[src/rtl/apb_bridge_pkg.sv]
// Shared definitions for the AXI-to-APB bridge.
// Holds the APB master state encoding, the bit layout of the command word
// {write, addr, wdata, strb} and of the response word {rdata, slverr, timeout}.
// The AXI-side packer/unpacker uses the same layout, so the offsets are
// provided both as functions of the bus widths and as localparams for the
// default 32/32 configuration.
package apb_bridge_pkg;

  typedef enum logic [1:0] {
    StIdle,
    StSetup,
    StAccess,
    StResp
  } apb_state_e;

  localparam int unsigned APB_ADDR_WIDTH = 32;
  localparam int unsigned APB_DATA_WIDTH = 32;

  // Command word, LSB first: strb, wdata, addr, write.
  function automatic int unsigned cmd_strb_lsb();
    return 0;
  endfunction

  function automatic int unsigned cmd_wdata_lsb(int unsigned dw);
    return dw / 8;
  endfunction

  function automatic int unsigned cmd_addr_lsb(int unsigned dw);
    return dw + dw / 8;
  endfunction

  function automatic int unsigned cmd_write_bit(int unsigned aw, int unsigned dw);
    return aw + dw + dw / 8;
  endfunction

  localparam int unsigned CMD_STRB_LSB  = cmd_strb_lsb();
  localparam int unsigned CMD_WDATA_LSB = cmd_wdata_lsb(APB_DATA_WIDTH);
  localparam int unsigned CMD_ADDR_LSB  = cmd_addr_lsb(APB_DATA_WIDTH);
  localparam int unsigned CMD_WRITE_BIT = cmd_write_bit(APB_ADDR_WIDTH, APB_DATA_WIDTH);

  // Response word, LSB first: timeout, slverr, rdata.
  localparam int unsigned RSP_TIMEOUT_BIT = 0;
  localparam int unsigned RSP_SLVERR_BIT  = 1;
  localparam int unsigned RSP_RDATA_LSB   = 2;

endpackage

[src/rtl/apb_master_fsm.sv]
// APB4 master for the AXI-to-APB bridge (APB clock domain).
// Pops one command from the show-ahead command FIFO, runs it as a single APB
// transfer (SETUP then ACCESS with PREADY wait states and a bounded-wait
// timeout) and pushes exactly one response word into the response FIFO.
//
// Ports:
//   clk, rst            APB clock, asynchronous active-high reset
//   cmd_empty/cmd_data  command FIFO head {write, addr, wdata, strb}
//   cmd_rd              command FIFO pop strobe
//   rsp_full            response FIFO full
//   rsp_wr/rsp_data     response push strobe and word {rdata, slverr, timeout}
//   psel..pstrb         APB request outputs
//   pready/prdata/pslverr  APB completion inputs
//   busy                high whenever a command is in flight
module apb_master_fsm
  import apb_bridge_pkg::*;
#(
  parameter int unsigned ADDR_WIDTH     = 32,
  parameter int unsigned DATA_WIDTH     = 32,
  parameter int unsigned TIMEOUT_CYCLES = 16,
  parameter int unsigned CMD_WIDTH      = 1 + ADDR_WIDTH + DATA_WIDTH + DATA_WIDTH / 8,
  parameter int unsigned RSP_WIDTH      = DATA_WIDTH + 2
) (
  input  logic                    clk,
  input  logic                    rst,
  input  logic                    cmd_empty,
  input  logic [CMD_WIDTH-1:0]    cmd_data,
  output logic                    cmd_rd,
  input  logic                    rsp_full,
  output logic                    rsp_wr,
  output logic [RSP_WIDTH-1:0]    rsp_data,
  output logic                    psel,
  output logic                    penable,
  output logic                    pwrite,
  output logic [ADDR_WIDTH-1:0]   paddr,
  output logic [DATA_WIDTH-1:0]   pwdata,
  output logic [DATA_WIDTH/8-1:0] pstrb,
  input  logic                    pready,
  input  logic [DATA_WIDTH-1:0]   prdata,
  input  logic                    pslverr,
  output logic                    busy
);

  localparam int unsigned STRB_WIDTH = DATA_WIDTH / 8;
  localparam int unsigned CNT_WIDTH  = $clog2(TIMEOUT_CYCLES);
  localparam logic [CNT_WIDTH-1:0] CNT_LAST = CNT_WIDTH'(TIMEOUT_CYCLES - 1);

  localparam int unsigned STRB_POS  = cmd_strb_lsb();
  localparam int unsigned WDATA_POS = cmd_wdata_lsb(DATA_WIDTH);
  localparam int unsigned ADDR_POS  = cmd_addr_lsb(DATA_WIDTH);
  localparam int unsigned WRITE_POS = cmd_write_bit(ADDR_WIDTH, DATA_WIDTH);

  // Command head fields
  logic                  cmd_write;
  logic [ADDR_WIDTH-1:0] cmd_addr;
  logic [DATA_WIDTH-1:0] cmd_wdata;
  logic [STRB_WIDTH-1:0] cmd_strb;

  assign cmd_write = cmd_data[WRITE_POS];
  assign cmd_addr  = cmd_data[ADDR_POS +: ADDR_WIDTH];
  assign cmd_wdata = cmd_data[WDATA_POS +: DATA_WIDTH];
  assign cmd_strb  = cmd_data[STRB_POS +: STRB_WIDTH];

  apb_state_e           state_q, state_d;
  logic [CNT_WIDTH-1:0] cnt_q, cnt_d;
  logic                 pop;
  logic                 rsp_load;
  logic [RSP_WIDTH-1:0] rsp_word_d;

  logic                  psel_q, penable_q, rsp_wr_q, busy_q, pwrite_q;
  logic [ADDR_WIDTH-1:0] paddr_q;
  logic [DATA_WIDTH-1:0] pwdata_q;
  logic [STRB_WIDTH-1:0] pstrb_q;
  logic [RSP_WIDTH-1:0]  rsp_data_q;

  // Next-state, timeout counter and response word.
  always_comb begin
    state_d    = state_q;
    cnt_d      = cnt_q;
    pop        = 1'b0;
    rsp_load   = 1'b0;
    rsp_word_d = '0;

    unique case (state_q)
      StIdle: begin
        // rsp_full is only consulted here: this block is the sole writer of
        // the response FIFO, so a free slot at pop time stays free until RESP.
        // cmd_data is only looked at once cmd_empty is low.
        if (!rst && !cmd_empty && !rsp_full) begin
          pop     = 1'b1;
          state_d = StSetup;
        end
      end
      StSetup: begin
        state_d = StAccess;
      end
      StAccess: begin
        // pready on the last allowed cycle takes priority over the abort.
        if (pready) begin
          rsp_load = 1'b1;
          state_d  = StResp;
          if (!pwrite_q) begin
            rsp_word_d[RSP_RDATA_LSB +: DATA_WIDTH] = prdata;
          end
          rsp_word_d[RSP_SLVERR_BIT]  = pslverr;
          rsp_word_d[RSP_TIMEOUT_BIT] = 1'b0;
        end else if (cnt_q == CNT_LAST) begin
          rsp_load = 1'b1;
          state_d  = StResp;
          rsp_word_d[RSP_SLVERR_BIT]  = 1'b1;
          rsp_word_d[RSP_TIMEOUT_BIT] = 1'b1;
        end else begin
          cnt_d = cnt_q + CNT_WIDTH'(1);
        end
      end
      StResp: begin
        cnt_d   = '0;
        state_d = StIdle;
      end
      default: begin
        state_d = StIdle;
      end
    endcase
  end

  // The pop strobe must coincide with the IDLE cycle in which the head is
  // sampled, so it is decoded from the registered state rather than delayed.
  assign cmd_rd = pop;

  always_ff @(posedge clk or posedge rst) begin
    if (rst) begin
      state_q    <= StIdle;
      cnt_q      <= '0;
      psel_q     <= 1'b0;
      penable_q  <= 1'b0;
      rsp_wr_q   <= 1'b0;
      busy_q     <= 1'b0;
      pwrite_q   <= 1'b0;
      paddr_q    <= '0;
      pwdata_q   <= '0;
      pstrb_q    <= '0;
      rsp_data_q <= '0;
    end else begin
      state_q   <= state_d;
      cnt_q     <= cnt_d;
      psel_q    <= (state_d == StSetup) || (state_d == StAccess);
      penable_q <= (state_d == StAccess);
      rsp_wr_q  <= (state_d == StResp);
      busy_q    <= (state_d != StIdle);
      // Request fields hold from SETUP to the end of ACCESS and beyond.
      if (pop) begin
        pwrite_q <= cmd_write;
        paddr_q  <= cmd_addr;
        pwdata_q <= cmd_write ? cmd_wdata : '0;
        pstrb_q  <= cmd_write ? cmd_strb : '0;
      end
      if (rsp_load) begin
        rsp_data_q <= rsp_word_d;
      end
    end
  end

  assign psel     = psel_q;
  assign penable  = penable_q;
  assign rsp_wr   = rsp_wr_q;
  assign busy     = busy_q;
  assign pwrite   = pwrite_q;
  assign paddr    = paddr_q;
  assign pwdata   = pwdata_q;
  assign pstrb    = pstrb_q;
  assign rsp_data = rsp_data_q;

  // Protocol sanity.
  a_penable_needs_psel : assert property (@(posedge clk) disable iff (rst) penable |-> psel);
  a_rsp_never_full     : assert property (@(posedge clk) disable iff (rst) rsp_wr |-> !rsp_full);

endmodule
[config.mk]
export PLATFORM = sky130hd
export DESIGN_NAME = apb_master_fsm
export DESIGN_NICKNAME = d
export VERILOG_FILES = /design/src/rtl/apb_bridge_pkg.sv /design/src/rtl/apb_master_fsm.sv
export SDC_FILE = /design/constraint.sdc
export NUM_CORES = 1
export LEC_CHECK = 0
export CAP_MARGIN = 20
export CORE_MARGIN = 1
export CORE_UTILIZATION = 44
export DETAILED_ROUTE_END_ITERATION = 10
export PLACE_DENSITY = 0.85
export SYNTH_ARGS = -nofsm -noshare
export SYNTH_HDL_FRONTEND = slang
export SYNTH_SLANG_ARGS = --single-unit
[constraint.sdc]
create_clock -name clk -period 8.1 [get_ports clk]
set_input_delay 1.62 -clock clk [delete_from_list [all_inputs] [get_ports clk]]
set_output_delay 1.62 -clock clk [all_outputs]
set_load 0.02 [all_outputs]
==> flow_summary.json, run 1 <==
{
  "status": "completed",
  "layout.nets": 686,
  "grt_overflow": 0,
  "port_buffers": 214,
  "vias": 3627,
  "dr.pass1.iters": 4,
  "cts_setup_buffers": 0,
  "reg2reg_slack_ps": 5640,
  "cp.depth": 4,
  "clk_pin_slew_ps": 60,
  "hold_viol": 0,
  "cp_cell_sequence": "clkdlybuf4s50_1, or4b_4, inv_1, clkdlybuf4s50_1",
  "maxSlewViolCount": 0,
  "synthToLayoutAreaGrowth_pct": 62.9,
  "dp_worst_setup_slack_ps": 2970,
  "drt_iter0_drc": 129,
  "rows": 36,
  "syn_inst": 356,
  "gp_congestion": 0.797,
  "ant_nets": 0,
  "routedWlPerCell_um": 17.5,
  "ys_warn_count": 0,
  "worstHoldPathCells": 2,
  "drc": 0,
  "cp.buffers_inverters": 3,
  "cts_buffers": 17,
  "cp_common_cell": "clkdlybuf4s50_1",
  "clock-root-buffer": "clkbuf_8",
  "die_w_um": 104,
  "synth_edf_count": 0,
  "synthTopCellsByArea": "dfrtp_1 62%, mux2_4 11%, a22o_1 6.7%, nand2_1 6.2%, o21ai_1 2.4%",
  "synth.distinct_cells": 30,
  "synth_top_area_cell": "dfrtp_1",
  "criticalPathCategory": "in -> out",
  "postCtsResizedCells": 0,
  "reg2reg_depth": 5,
  "synth.ff_latch_count": 113,
  "period_needed_ps": 5150,
  "path_max_fanout": 24,
  "utilization": 0.750,
  "dp_hpwl_um": 8390,
  "dieArea_um2": 10800,
  "worst_pin_slew_ps": 1030,
  "synth_top_area_share": 0.617,
  "setup_tns_ps": 0,
  "syn_avg_cell_area_um2": 12.9,
  "cts_tree": "done",
  "rsz0062_at_grt": "no",
  "p_leak_nw": 3.38,
  "drt-total-wl_um": 12600,
  "synth-seq-area-share": 0.617,
  "htreeDepth": 4,
  "yosysMostFrequentCell": "dfrtp_1",
  "diodes": 0,
  "ioPinCount": 215,
  "die_h_um": 104,
  "core-area_um2": 9950,
  "drive_gt1_frac": 0.132,
  "start_kind": "primary input",
  "cts_hold_buf": 0,
  "slowest_delay_ps": 720,
  "multi_input_area_um2": 1550,
  "fmax_mhz": 194,
  "via_per_inst": 5.06,
  "grt_max_degree": 84,
  "clock_latency_ps": 510,
  "syn_nets": 471,
  "seqCellArea_um2": 2830,
  "grt_pass1_vias": 3723,
  "ys.flop_type": "dfrtp_1",
  "synth_common_cells": "113 x dfrtp_1, 76 x nand2_1, 35 x a22o_1",
  "antenna_found_initial": 0,
  "crit_required_ps": 6480,
  "syn_area_um2": 4590,
  "initial_utilization": 0.461,
  "slowest_stage": "or4b_4",
  "grt_pass1_wl_um": 20100,
  "min_period_over_period": 0.635,
  "hold_class": "reg -> reg",
  "timing.hold.ws_ps": 478,
  "ctsLongestPathBuffers": 2,
  "cpLargestDelayFamily": "buffers and inverters",
  "arrival_ps": 3530,
  "grt.total_usage": 0.244,
  "n_fill_cell": 627,
  "vdd_drop_max_v": 0.000258,
  "finalWorstSetupSlack_ps": 2950,
  "power_density_nw_per_um2": 439,
  "clock_sinks": 113,
  "finalClockSkew_ps": 5.96,
  "setup_viol": 0,
  "async_flop_share": 1.00,
  "cap_violations": 0,
  "relSlewSlack": 0.316,
  "end_kind": "primary output",
  "power_mw": 3.28
}
## path summary, 6_finish.rpt
| path | from | end |
|---|---|---|
| min | pwdata[3] | pwdata[3] |
| max in group asynchronous | rst | busy |
| max reg2reg | state_q[0] | paddr[6] |
| min reg2reg | pwdata[3] | pwdata[3] |
| min in group asynchronous | rst | rsp_wr |
| max | rst | cmd_rd |
## flip-flops by register name, summed over array words and instances (netlist names), 2 cells and up
signal,cells
paddr,32
pwdata,32
rsp_data,34
state_q,2
cnt_q,4
pstrb,4
## per-layer routing
metal | GRT usage | share of wire | vias up
met5 | 0 | 0 | -
met4 | 0.0755 | 0.018 | 0
met3 | 0.0815 | 0.058 | 23
met2 | 0.427 | 0.53 | 146
met1 | 0.284 | 0.40 | 1786
li1 | - | - | 1672
## worst min-delay path: stages (launching register included)
cell     delay (ps)
dfrtp_1         340
nand2_1          40
o21ai_0          60
## layout make-up
class / instances / area share
Sequential cell: 113 / 0.379
Timing Repair Buffer: 219 / 0.296
Multi-Input combinational cell: 213 / 0.208
Clock buffer: 18 / 0.0559
Clock inverter: 14 / 0.0350
Tap cell: 133 / 0.0223
Inverter: 7 / 0.00385
## stage by stage
| step | cell area [um2] | instances |
|---|---|---|
| floorplan | 4590 | 356 |
| global placement | 6730 | 682 |
| detailed placement | 6750 | 683 |
| CTS | 7430 | 715 |
| global route | 7470 | 717 |
| finish | 7470 | 717 |
## where the power goes
part | internal, mW | total, mW | switching [mW]
sequential | 0.839 | 1.01 | 0.170
combinational | 0.741 | 1.42 | 0.674
clock | 0.592 | 0.857 | 0.265
total | 2.17 | 3.28 | 1.11
## placed cells by master, fill, tap and decap left out, types with 2 or more instances in the layout
cell	netlist	final
nand3_1	2	2
nor2_1	6	5
clkdlybuf4s50_1	0	214
buf_8	1	2
dfrtp_1	113	113
a21oi_1	2	2
buf_4	0	2
inv_1	7	6
o21ai_2	3	3
ha_1	8	8
nand4_1	2	2
clkbuf_16	0	16
mux2_4	33	33
o21ai_1	22	22
o21ai_0	11	11
a32o_1	2	2
nand2_1	76	76
bufinv_16	0	7
a22o_1	35	35
clkinvlp_4	0	5
## cells by family (layout without fill, tap and decap cells)
logic type      Yosys count  after routing  share of synthesized area
compound gates           81             81                      0.126
flops                   113            113                      0.617
buf+inv                  30            258                     0.0461
simple gates             90             90                     0.0789
mux                      34             34                      0.111
fa+ha+maj                 8              8                     0.0218
(Power assumes the default switching activity.)
==> run 2: changes to the inputs <==
Settings changed: CORE_UTILIZATION 44 to 41, PLACE_DENSITY 0.85 to 0.8.
Clock period 8.1 ns to 5.2 ns, I/O delays scaled along.
==> flow_summary.json, run 2 (synthesized netlist as in run 1, its figures left out) <==
{
  "drt-total-wl_um": 12500,
  "r2r-start": "state_q[0]",
  "vdd_drop_max_v": 0.000331,
  "criticalPathCategory": "in -> out",
  "clock_sinks": 113,
  "gp_congestion": 0.773,
  "antenna_found_initial": 0,
  "drive_gt1_frac": 0.134,
  "dp_hpwl_um": 8140,
  "crit_required_ps": 4160,
  "r2r_end": "paddr[29]",
  "drc": 0,
  "final_common_cell": "clkdlybuf4s50_1",
  "rsz0062_at_grt": "no",
  "grt_overflow": 0,
  "via_per_inst": 5.06,
  "reg2reg_depth": 5,
  "initial_utilization": 0.421,
  "maxSlewViolCount": 0,
  "cts_tree": "done",
  "relSlewSlack": 0.442,
  "arrival_ps": 3090,
  "ioPinCount": 215,
  "die_h_um": 108,
  "ctsLongestPathBuffers": 2,
  "dieArea_um2": 11600,
  "layout.nets": 687,
  "die_w_um": 108,
  "min_period_over_period": 0.794,
  "worst_pin_slew_ps": 837,
  "drt_iter0_drc": 198,
  "worstHoldPathCells": 2,
  "period_needed_ps": 4130,
  "setup_viol": 0,
  "status": "completed",
  "postCtsResizedCells": 0,
  "p_leak_nw": 3.41,
  "power_density_nw_per_um2": 680,
  "clock-root-buffer": "clkbuf_8",
  "cts_setup_buffers": 0,
  "hold_viol": 0,
  "timing.hold.ws_ps": 478,
  "hold_class": "reg -> reg",
  "cts_buffers": 17,
  "largest_reg_flops": 34,
  "grt_max_degree": 84,
  "grt_pass1_wl_um": 19500,
  "whs_endpoint": "pwdata[20]",
  "routedWlPerCell_um": 17.3,
  "end_kind": "primary output",
  "setup_tns_ps": 0,
  "startpoint": "rst",
  "fmax_mhz": 242,
  "final_cell_mix": "214 x clkdlybuf4s50_1, 113 x dfrtp_1, 76 x nand2_1",
  "path_max_fanout": 25,
  "synthToLayoutAreaGrowth_pct": 63.6,
  "clk_pin_slew_ps": 50,
  "diodes": 0,
  "finalClockSkew_ps": 10.6,
  "cap_violations": 0,
  "grt_pass1_vias": 3726,
  "port_buffers": 214,
  "core-area_um2": 10900,
  "start_kind": "primary input",
  "dr.pass1.iters": 4,
  "htreeDepth": 4,
  "clock_latency_ps": 510,
  "cts_hold_buf": 0,
  "ant_nets": 0,
  "reg2reg_slack_ps": 2650,
  "rows": 38,
  "min_from": "pwdata[20]",
  "grt.total_usage": 0.222,
  "vias": 3661
}
-- run 2: cell count changes in the layout (fill, tap and decap cells not counted), sizes merged --
cell	previous run	this run
bufinv	7	6
buf	5	6
clkinvlp	5	2
clkinv	2	1
clkbuf	18	22
-- run 2: final cells by class --
cell class	instances	area [um2]
Fill cell	787	3390
Sequential cell	113	2830
Timing Repair Buffer	220	2230
Multi-Input combinational cell	213	1550
Clock buffer	22	483
Clock inverter	9	200
Tap cell	140	175
Inverter	7	28.8
-- run 2: where the power goes --
part | switching [mW] | total, mW | leakage (nW) | internal, mW
clock network | 0.392 | 1.33 | 0.329 | 0.935
registers | 0.259 | 1.57 | 1.44 | 1.31
logic | 1.05 | 2.21 | 1.64 | 1.16
-- run 2: worst max-delay path by stage --
stage / slack, ps / to / depth (start not counted)
after floorplan: 1170 / busy / 1
after global placement: 1080 / cmd_rd / 4
after detailed placement: 1080 / cmd_rd / 4
after CTS: 1090 / cmd_rd / 4
after global routing: 1020 / cmd_rd / 4
final: 1070 / cmd_rd / 4
-- run 2: critical path, cell delays in order --
cell and delay [ps]:
clkdlybuf4s50_1 480, or4b_4 820, inv_1 130, clkdlybuf4s50_1 610
-- run 2: metal layers --
metal / routed length, um / vias to the layer above / track usage
li1: - / 1675 / -
met3: 769 / 21 / 0.0648
met5: 0 / - / 0
met1: 4900 / 1816 / 0.269
met2: 6570 / 149 / 0.373
met4: 258 / 0 / 0.0841
-- run 2: stage by stage --
| stage | total power [mW] | cell area, um2 | setup WS [ps] | util | cells |
|---|---|---|---|---|---|
| 6_report | 5.10 | 7500 | 1070 | 0.689 | 724 |
| 5_1_grt | 5.36 | 7500 | 1020 | 0.689 | 724 |
| 2_1_floorplan | 2.67 | 4590 | 1170 | - | 356 |
| 3_3_place_gp | 3.67 | 6750 | 1080 | 0.620 | 690 |
| 4_1_cts | 5.13 | 7450 | 1090 | 0.684 | 722 |
| 3_5_place_dp | 3.74 | 6760 | 1080 | 0.621 | 691 |
